===== config.mk =====
export PLATFORM = sky130hd
export DESIGN_NAME = spi_master_multi
export DESIGN_NICKNAME = d
export VERILOG_FILES = /design/src/rtl/spi_master_multi.sv
export SDC_FILE = /design/constraint.sdc
export NUM_CORES = 1
export LEC_CHECK = 0
export CAP_MARGIN = 20
export CORE_ASPECT_RATIO = 0.6
export CORE_MARGIN = 1
export CORE_UTILIZATION = 50
export CTS_BUF_LIST = sky130_fd_sc_hd__clkbuf_4
export CTS_CLUSTER_SIZE = 25
export DETAILED_ROUTE_END_ITERATION = 8
export PLACE_DENSITY = 0.85
export RECOVER_POWER = 50
export SETUP_SLACK_MARGIN = 0.2
export SLEW_MARGIN = 30
export SYNTH_ARGS = -nofsm -noshare
export SYNTH_HDL_FRONTEND = slang
export SYNTH_SLANG_ARGS = --single-unit

===== constraint.sdc =====
create_clock -name clk_i -period 1.7 [get_ports clk_i]
set_input_delay 0.34 -clock clk_i [delete_from_list [all_inputs] [get_ports clk_i]]
set_output_delay 0.34 -clock clk_i [all_outputs]
set_load 0.05 [all_outputs]

===== src/rtl/spi_master_multi.sv =====
// Multi-slave SPI master: one word per tx handshake, frames end on tx_last_i.
// Optional macro SPI_MASTER_LOOPBACK_EN samples mosi_o internally instead of miso_i.
module spi_master_multi #(
  parameter int NUM_CS = 3,
  parameter int DATA_W = 8,
  parameter int DIV_W  = 8,
  localparam int CS_W  = (NUM_CS > 1) ? $clog2(NUM_CS) : 1
) (
  input  logic              clk_i,
  input  logic              rst_ni,
  input  logic              cfg_cpol_i,
  input  logic              cfg_cpha_i,
  input  logic [DIV_W-1:0]  cfg_div_i,
  input  logic [CS_W-1:0]   cs_sel_i,
  input  logic              tx_valid_i,
  output logic              tx_ready_o,
  input  logic [DATA_W-1:0] tx_data_i,
  input  logic              tx_last_i,
  output logic              rx_valid_o,
  output logic [DATA_W-1:0] rx_data_o,
  output logic              rx_last_o,
  output logic              sclk_o,
  output logic              mosi_o,
  input  logic              miso_i,
  output logic [NUM_CS-1:0] cs_no,
  output logic              busy_o,
  output logic              err_o
);

  localparam int TG_W = $clog2(2 * DATA_W);

  typedef enum logic [2:0] {IDLE, CS_SETUP, SHIFT, WAIT_NEXT, CS_HOLD} state_t;

  state_t              state_q, state_d;
  logic [DIV_W-1:0]    div_q, div_cnt;
  logic [TG_W-1:0]     tgl_cnt;
  logic [CS_W-1:0]     sel_q, sel_d;
  logic [DATA_W-1:0]   tx_sr, rx_sr, rx_next, rx_data_q;
  logic [NUM_CS-1:0]   cs_no_q;
  logic                cpol_q, cpha_q, last_q, sclk_q, mosi_q;
  logic                ready_q, rx_valid_q, rx_last_q, err_q;
  logic                accept, tick, cs_ok, start, load, cpha_eff;
  logic                shift_tick, final_tgl, odd_tgl, sample_now, shift_now, rx_bit;

`ifdef SPI_MASTER_LOOPBACK_EN
  logic unused_miso;
  assign unused_miso = miso_i;
  assign rx_bit      = mosi_q;
`else
  assign rx_bit      = miso_i;
`endif

  assign accept     = tx_valid_i && ready_q;
  assign tick       = (div_cnt == div_q);
  assign cs_ok      = 32'(cs_sel_i) < 32'(NUM_CS);
  assign start      = accept && (state_q == IDLE) && cs_ok;
  assign load       = start || (accept && (state_q == WAIT_NEXT));
  assign cpha_eff   = start ? cfg_cpha_i : cpha_q;
  assign sel_d      = start ? cs_sel_i : sel_q;
  assign shift_tick = (state_q == SHIFT) && tick;
  assign final_tgl  = shift_tick && (tgl_cnt == TG_W'(2 * DATA_W - 1));
  // tgl_cnt counts completed toggles, so an even count means the next toggle is odd (leading)
  assign odd_tgl    = ~tgl_cnt[0];
  assign sample_now = shift_tick && (odd_tgl ^ cpha_q);
  // CPHA=0 skips the shift on the final trailing edge so mosi_o holds the LSB between words
  assign shift_now  = shift_tick && !(odd_tgl ^ cpha_q) && !final_tgl;
  assign rx_next    = sample_now ? {rx_sr[DATA_W-2:0], rx_bit} : rx_sr;

  always_ff @(posedge clk_i or negedge rst_ni) begin
    if (!rst_ni) state_q <= IDLE;
    else         state_q <= state_d;
  end

  always_comb begin
    state_d = state_q;
    case (state_q)
      IDLE:      if (start)     state_d = CS_SETUP;
      CS_SETUP:  if (tick)      state_d = SHIFT;
      SHIFT:     if (final_tgl) state_d = last_q ? CS_HOLD : WAIT_NEXT;
      WAIT_NEXT: if (accept)    state_d = SHIFT;
      CS_HOLD:   if (tick)      state_d = IDLE;
      default:                  state_d = IDLE;
    endcase
  end

  always_ff @(posedge clk_i or negedge rst_ni) begin
    if (!rst_ni) begin
      div_q      <= '0;
      div_cnt    <= '0;
      tgl_cnt    <= '0;
      sel_q      <= '0;
      tx_sr      <= '0;
      rx_sr      <= '0;
      rx_data_q  <= '0;
      cs_no_q    <= '1;
      cpol_q     <= 1'b0;
      cpha_q     <= 1'b0;
      last_q     <= 1'b0;
      sclk_q     <= 1'b0;
      mosi_q     <= 1'b0;
      ready_q    <= 1'b0;
      rx_valid_q <= 1'b0;
      rx_last_q  <= 1'b0;
      err_q      <= 1'b0;
    end else begin
      ready_q    <= (state_d == IDLE) || (state_d == WAIT_NEXT);
      err_q      <= accept && (state_q == IDLE) && !cs_ok;
      rx_valid_q <= final_tgl;
      cs_no_q    <= (state_d == IDLE) ? '1 : ~(NUM_CS'(1) << sel_d);
      if ((state_q == IDLE) || (state_q == WAIT_NEXT) || tick) div_cnt <= '0;
      else                                                   div_cnt <= div_cnt + DIV_W'(1);
      if (start) begin
        cpol_q <= cfg_cpol_i;
        cpha_q <= cfg_cpha_i;
        div_q  <= cfg_div_i;
        sel_q  <= cs_sel_i;
        sclk_q <= cfg_cpol_i;
      end
      if (load) begin
        last_q  <= tx_last_i;
        tgl_cnt <= '0;
        rx_sr   <= '0;
        if (!cpha_eff) begin
          mosi_q <= tx_data_i[DATA_W-1];
          tx_sr  <= tx_data_i << 1;
        end else begin
          tx_sr  <= tx_data_i;
        end
      end else if (shift_tick) begin
        sclk_q  <= ~sclk_q;
        tgl_cnt <= final_tgl ? '0 : tgl_cnt + TG_W'(1);
        rx_sr   <= rx_next;
        if (shift_now) begin
          mosi_q <= tx_sr[DATA_W-1];
          tx_sr  <= tx_sr << 1;
        end
      end
      if (final_tgl) begin
        rx_data_q <= rx_next;
        rx_last_q <= last_q;
      end
    end
  end

  assign tx_ready_o = ready_q;
  assign rx_valid_o = rx_valid_q;
  assign rx_data_o  = rx_data_q;
  assign rx_last_o  = rx_last_q;
  assign sclk_o     = sclk_q;
  assign mosi_o     = mosi_q;
  assign cs_no      = cs_no_q;
  assign busy_o     = (state_q != IDLE);
  assign err_o      = err_q;

endmodule


==> results.toml, run 1 <==
[run_status]
status = "finished, violations left"
violations = "setup timing"

[worst_setup_path]
path_class = "flop to flop"
cp-endpoint = "rx_sr[2]"
arrival_ns = 2.23
path_max_fanout = 8
r2r-start = "div_cnt[1]"
timing.rr.end = "rx_sr[2]"
worst-r2r-cell-count = 6
cp-end-kind = "flop"
critPathLaunchType = "flop"
cp.required_ns = 2.06
reg2reg_slack_ns = -0.17
startpoint = "div_cnt[1]"

[timing]
final.hold.worst_slack_ns = 0.430
slew_violations = 0
fin_tns_setup_ns = -2.70
hold_viol_final = 0
slew_headroom_pct = 57.8
rsz0062_at_grt = "yes"
fin_skew_ns = 0.00847
min_period_over_period_pct = 110
setup_violations = 36
fin_ws_ns = -0.170
clock.fmax_mhz = 535
min_period_ns = 1.87
tightest_slew_ns = 0.633

[clock_tree]
clk_path_buf_depth = 2
htree_levels = 3
tritoncts = "built"
clock-sinks = 60
clk_pin_slew_ns = 0.10
cts_made_buffers = 9
root_buffer = "clkbuf_4"
clk_latency_ns = 0.43

[global_route]
grt_max_degree = 50
grt_first_pass_wirelength_mm = 12.1
overflow = 0
first_global_vias = 2510
antenna_found_initial = 0
grtUsageTotal_pct = 25.8

[final_layout]
layout.nets = 407
regArea_sq_um = 1510
layout_commonest_cell = "buf_4"
fillerInstances = 361
stdcell_area_sq_um = 4440
n_antenna_cell = 0
layout-drive-gt1-share_pct = 47.0
utilization_pct = 77.9
final_cell_mix = "55 x buf_4, 54 x dfrtp_1, 28 x nand2_1, 23 x clkdlybuf4s50_1, 17 x buf_6"
area_growth_pct = 46.9
multiInputGateArea_sq_um = 1680
layout.cells.non_filler = 465

[power_and_ir_drop]
p_per_area_nw_per_um2 = 1890
vdd_drop_max_v = 0.000937
p_total_mw = 8.38
p_leak_nw = 2.01

[logic_synthesis]
synth_seq_cells = 60
yosysTopAreaCellShare_pct = 47.2
synth_compound_area_share_pct = 14.1
synth_flop_cell = "dfrtp_1"
syn_area_sq_um = 3020
synth-xor-area-share_pct = 5.92
synthMuxAreaShare_pct = 6.21
yosys_warnings = 0
yosysTopAreaCell = "dfrtp_1"
synth_cells = 276
synth_cell_type_count = 54
synth-edff-count = 0
synth-async-reset-ratio_pct = 100
syn_avg_cell_area_sq_um = 11.0
yosys.area_share.adder_pct = 0.828
synthSimpleGateAreaFrac_pct = 18.1
synth_top_family_by_area = "simple AND/OR/NAND/NOR gates"
seq_area_frac_synth_pct = 49.8
synth_area_leaders = "dfrtp_1 47%, nand2_1 5.1%, mux2i_1 4.6%, o211ai_2 2.9%, dfstp_2 2.6%"
synthesis.nets = 303

[placed_design]
dp_cells = 429
globalplace.congestion = 0.836
placed_cell_area_sq_um = 3820
portBuffers = 42
dp_slack_ns = -0.281
dp_hpwl_mm = 4.83

[hold_path]
holdCritPathClass = "input pin to async pin"

[detailed_routing]
drt.antenna.violating_nets = 0
drtIter0Drc = 110
drc_errors = 0
routedWlPerCell_microns = 16.2
viasPerCell = 5.40
drt-total-wl_mm = 7.53
first_pass_iters = 5
via_count = 2510

[die]
die_x_microns = 102
ioPinCount = 43
coreArea_sq_um = 5700
die_area_sq_um = 6370
die_y_microns = 62.2
start_util_pct = 53.0
rows = 21

[flow_run]
drv_cap = 0
==> sequential cells by signal, indices dropped and copies added (netlist names) <==
register / count
tx_sr: 8
div_q: 8
err_o: 1
rx_sr: 8
rx_last_o: 1
div_cnt: 8
state_q: 3
last_q: 1
mosi_o: 1
sel_q: 2
rx_data_o: 8
cs_no: 3
sclk_o: 1
tx_ready_o: 1
rx_valid_o: 1
cpha_q: 1
tgl_cnt: 4
==> power by group <==
part           leakage (nW)  switching (mW)  internal, mW  total, mW
Clock                0.0693           0.553         0.439      0.992
Sequential            0.771           0.420          1.96       2.38
Combinational          1.17            2.65          2.36       5.01
==> per-layer routing <==
layer	GRT usage [%]	wire length, microns	up-vias
met4	10.2	117	0
met3	7.66	413	16
met1	34.6	3370	1203
met2	39.1	3620	95
li1	-	-	1196
met5	0	0	-
==> critical path, stage by stage, from the launching register on <==
cell,delay (ns)
dfrtp_1,0.42
xnor2_2,0.24
nand4_1,0.21
nor3_4,0.27
buf_6,0.15
mux2i_4,0.34
a32o_1,0.18
==> cell families after synthesis <==
family,after synthesis
compound gates,51
mux,18
fa+ha+maj,2
flops,60
xor+xnor,17
buf+inv,22
simple gates,106
==> layout make-up <==
type,instances,share of cell area [%]
clock buffers,9,1.52
clock inverters,7,1.52
inverters,11,1.24
multi-input cells,195,37.8
flip-flops and latches,60,34.0
well taps,80,2.25
repair buffers,103,21.7
==> worst min-delay path by stage <==
stage | endpoint | slack [ns] | cells after the start
5_1_grt | div_q[5] | 0.46 | 3
3_5_place_dp | sel_q[0] | 0.24 | 1
4_1_cts | rx_data_o[7] | 0.31 | 2
2_1_floorplan | cpha_q | 0.04 | 0
6_report | rx_data_o[7] | 0.43 | 2
3_3_place_gp | sel_q[0] | 0.24 | 1
==> timing repair <==
| action | 4_1_cts | 5_1_grt |
|---|---|---|
| endpoints found under the setup margin | 51 | 56 |
| pin swaps | 31 | 35 |
| setup buffers | 9 | 9 |
| gates cloned | 1 | 0 |
| hold endpoints to repair | 8 | 0 |
| hold buffers | 1 | 0 |
| resized for setup | 46 | 37 |
==> cells in the mapped netlist (all sizes together) (5+ instances only) <==
cell type  count
buf           11
mux2i         15
inv           10
nor2          20
a22oi          7
dfrtp         57
a22o           6
a21oi         11
xor2           5
xnor2         12
nand3         15
nand2         43
o211ai        10
nor3           5
No activity file was read; power rests on OpenSTA's default activity.
==> inputs of run 2 (changes only) <==
--- a/config.mk
+++ b/config.mk
@@ -7,11 +7,12 @@
 export LEC_CHECK = 0
 export CAP_MARGIN = 20
+export CELL_PAD_IN_SITES_DETAIL_PLACEMENT = 1
+export CELL_PAD_IN_SITES_GLOBAL_PLACEMENT = 2
 export CORE_ASPECT_RATIO = 0.6
-export CORE_MARGIN = 1
-export CORE_UTILIZATION = 50
+export CORE_UTILIZATION = 33
 export CTS_BUF_LIST = sky130_fd_sc_hd__clkbuf_4
 export CTS_CLUSTER_SIZE = 25
 export DETAILED_ROUTE_END_ITERATION = 8
-export PLACE_DENSITY = 0.85
+export PLACE_DENSITY = 0.86
 export RECOVER_POWER = 50
 export SETUP_SLACK_MARGIN = 0.2
==> constraint.sdc (replaced) <==
create_clock -name clk_i -period 1.7 [get_ports clk_i]
set_input_delay 0.34 -clock clk_i [delete_from_list [all_inputs] [get_ports clk_i]]
set_output_delay 0.34 -clock clk_i [all_outputs]
set_load 0.02 [all_outputs]
==> run 2 against run 1 <==
Against the previous run:
- the run ends with DRC, setup timing left
- total power fell by 4.7%
- worst setup slack got worse by 0.027 ns
- hold slack improved by 0.027 ns
- die area rose by 50%
- first-iteration DRC count fell by 9.1%
- cell area rose by 1.4%
- sequential cell count did not move
- register-to-register slack got worse by 0.03 ns
- global-route usage fell by 7.0 points
- critical path depth did not move
==> results.toml, run 2 (synthesis gave the netlist of run 1 again) <==
[final_layout]
layout.nets = 414
fillerInstances = 930
n_antenna_cell = 0
utilization_pct = 51.8
final_cell_mix = "54 x dfrtp_1, 41 x buf_4, 27 x nand2_1, 25 x buf_6, 23 x clkdlybuf4s50_1"
stdcell_area_sq_um = 4500
layout_commonest_cell = "dfrtp_1"
layout-drive-gt1-share_pct = 46.8
area_growth_pct = 48.9
multiInputGateArea_sq_um = 1690
regArea_sq_um = 1510

[power_and_ir_drop]
p_leak_nw = 2.05
p_per_area_nw_per_um2 = 1770
p_total_mw = 7.99
vdd_drop_max_v = 0.000535

[run_status]
violations = "DRC, setup timing"
status = "finished, violations left"

[hold_path]
holdPathEnd = "div_q[1]"
worstHoldStart = "cfg_div_i[1]"
holdCritPathClass = "input pin to flop"
hold_depth = 3

[die]
coreArea_sq_um = 8690
rows = 26
die_x_microns = 126
ioPinCount = 43
die_area_sq_um = 9560
start_util_pct = 34.8
die_y_microns = 76.1

[worst_setup_path]
arrival_ns = 2.26
path_class = "flop to flop"
reg2reg_slack_ns = -0.20
critPathLaunchType = "flop"
cp-end-kind = "flop"
cp.required_ns = 2.06
worst-r2r-cell-count = 6
timing.rr.end = "rx_sr[6]"
r2r-start = "div_cnt[0]"
path_max_fanout = 8
startpoint = "div_cnt[0]"

[global_route]
grt_first_pass_wirelength_mm = 13.7
first_global_vias = 2681
overflow = 0
antenna_found_initial = 0
grtUsageTotal_pct = 18.7
grt_max_degree = 61

[flow_run]
drv_cap = 0

[timing]
fin_skew_ns = 0.0127
hold_viol_final = 0
fin_tns_setup_ns = -3.56
setup_violations = 38
rsz0062_at_grt = "yes"
slew_violations = 0
final.hold.worst_slack_ns = 0.457
tightest_slew_ns = 0.825
slew_headroom_pct = 45.0
min_period_ns = 1.90
fin_ws_ns = -0.197
clock.fmax_mhz = 527
min_period_over_period_pct = 112

[detailed_routing]
drtIter0Drc = 100
drt-total-wl_mm = 8.55
via_count = 2523
first_pass_iters = 6
viasPerCell = 5.02
drt.antenna.violating_nets = 0
routedWlPerCell_microns = 17.0
drc_errors = 2

[placed_design]
placed_cell_area_sq_um = 3860
globalplace.congestion = 0.816
dp_hpwl_mm = 5.39
portBuffers = 42

[clock_tree]
clk_path_buf_depth = 2
tritoncts = "built"
cts_made_buffers = 9
root_buffer = "clkbuf_4"
clk_pin_slew_ns = 0.10
clk_latency_ns = 0.42
htree_levels = 3
clock-sinks = 60
## run 2: cell count changes in the layout (fill, tap and decap cells not counted), sizes merged
| cell | change |
|---|---|
| clkinvlp | -3 |
| clkdlybuf4s15 | +6 |
| buf | -7 |
| clkinv | -1 |
| clkbuf | +11 |
## run 2: worst max-delay path by stage
stage,to,slack [ns],cells past startpoint
6_report,rx_sr[6],-0.20,6
5_1_grt,rx_sr[4],-0.28,6
4_1_cts,rx_sr[6],-0.15,6
3_5_place_dp,tx_ready_o,-0.29,6
3_3_place_gp,tx_sr[3],-0.27,6
2_1_floorplan,tgl_cnt[2],0.03,6
## run 2: critical path: stages (launching register included)
cell and delay (ns):
dfrtp_1 0.42, xnor2_2 0.21, nand4_1 0.23, nor3_4 0.32, buf_6 0.16, mux2i_4 0.32
a22o_1 0.19
## run 2: cell type report
class | instances | share of cell area (%)
inverters | 11 | 1.31
repair buffers | 110 | 21.8
flip-flops and latches | 60 | 33.5
well taps | 112 | 3.11
clock buffers | 12 | 2.00
multi-input cells | 195 | 37.4
clock inverters | 3 | 0.862
## run 2: per-layer routing
| metal | up-vias | GRT usage, % | share of wire [%] |
|---|---|---|---|
| li1 | 1203 | - | - |
| met1 | 1255 | 24.4 | 45 |
| met2 | 56 | 30.2 | 49 |
| met3 | 9 | 6.11 | 4.7 |
| met4 | 0 | 4.27 | 0.80 |
| met5 | - | 0 | 0 |
## run 2: stage by stage
stage	setup WS, ns	cells
4_1_cts	-0.150	492
6_report	-0.197	503
5_1_grt	-0.281	503
3_5_place_dp	-0.292	461
2_1_floorplan	0.0260	276
3_3_place_gp	-0.270	461
## run 2: where the power goes
group	switching [mW]	internal [mW]
sequential	0.402	1.96
combinational	2.35	2.28
clock	0.520	0.484
## run 2: repair_timing
| action | in CTS | in global routing |
|---|---|---|
| setup endpoints to repair | 75 | 70 |
| gates resized for setup | 90 | 59 |
| cloned | 1 | 1 |
| hold buffers | 1 | 0 |
| setup buffers | 14 | 10 |
| pin swaps | 35 | 34 |
| endpoints found under the hold margin | 57 | 0 |
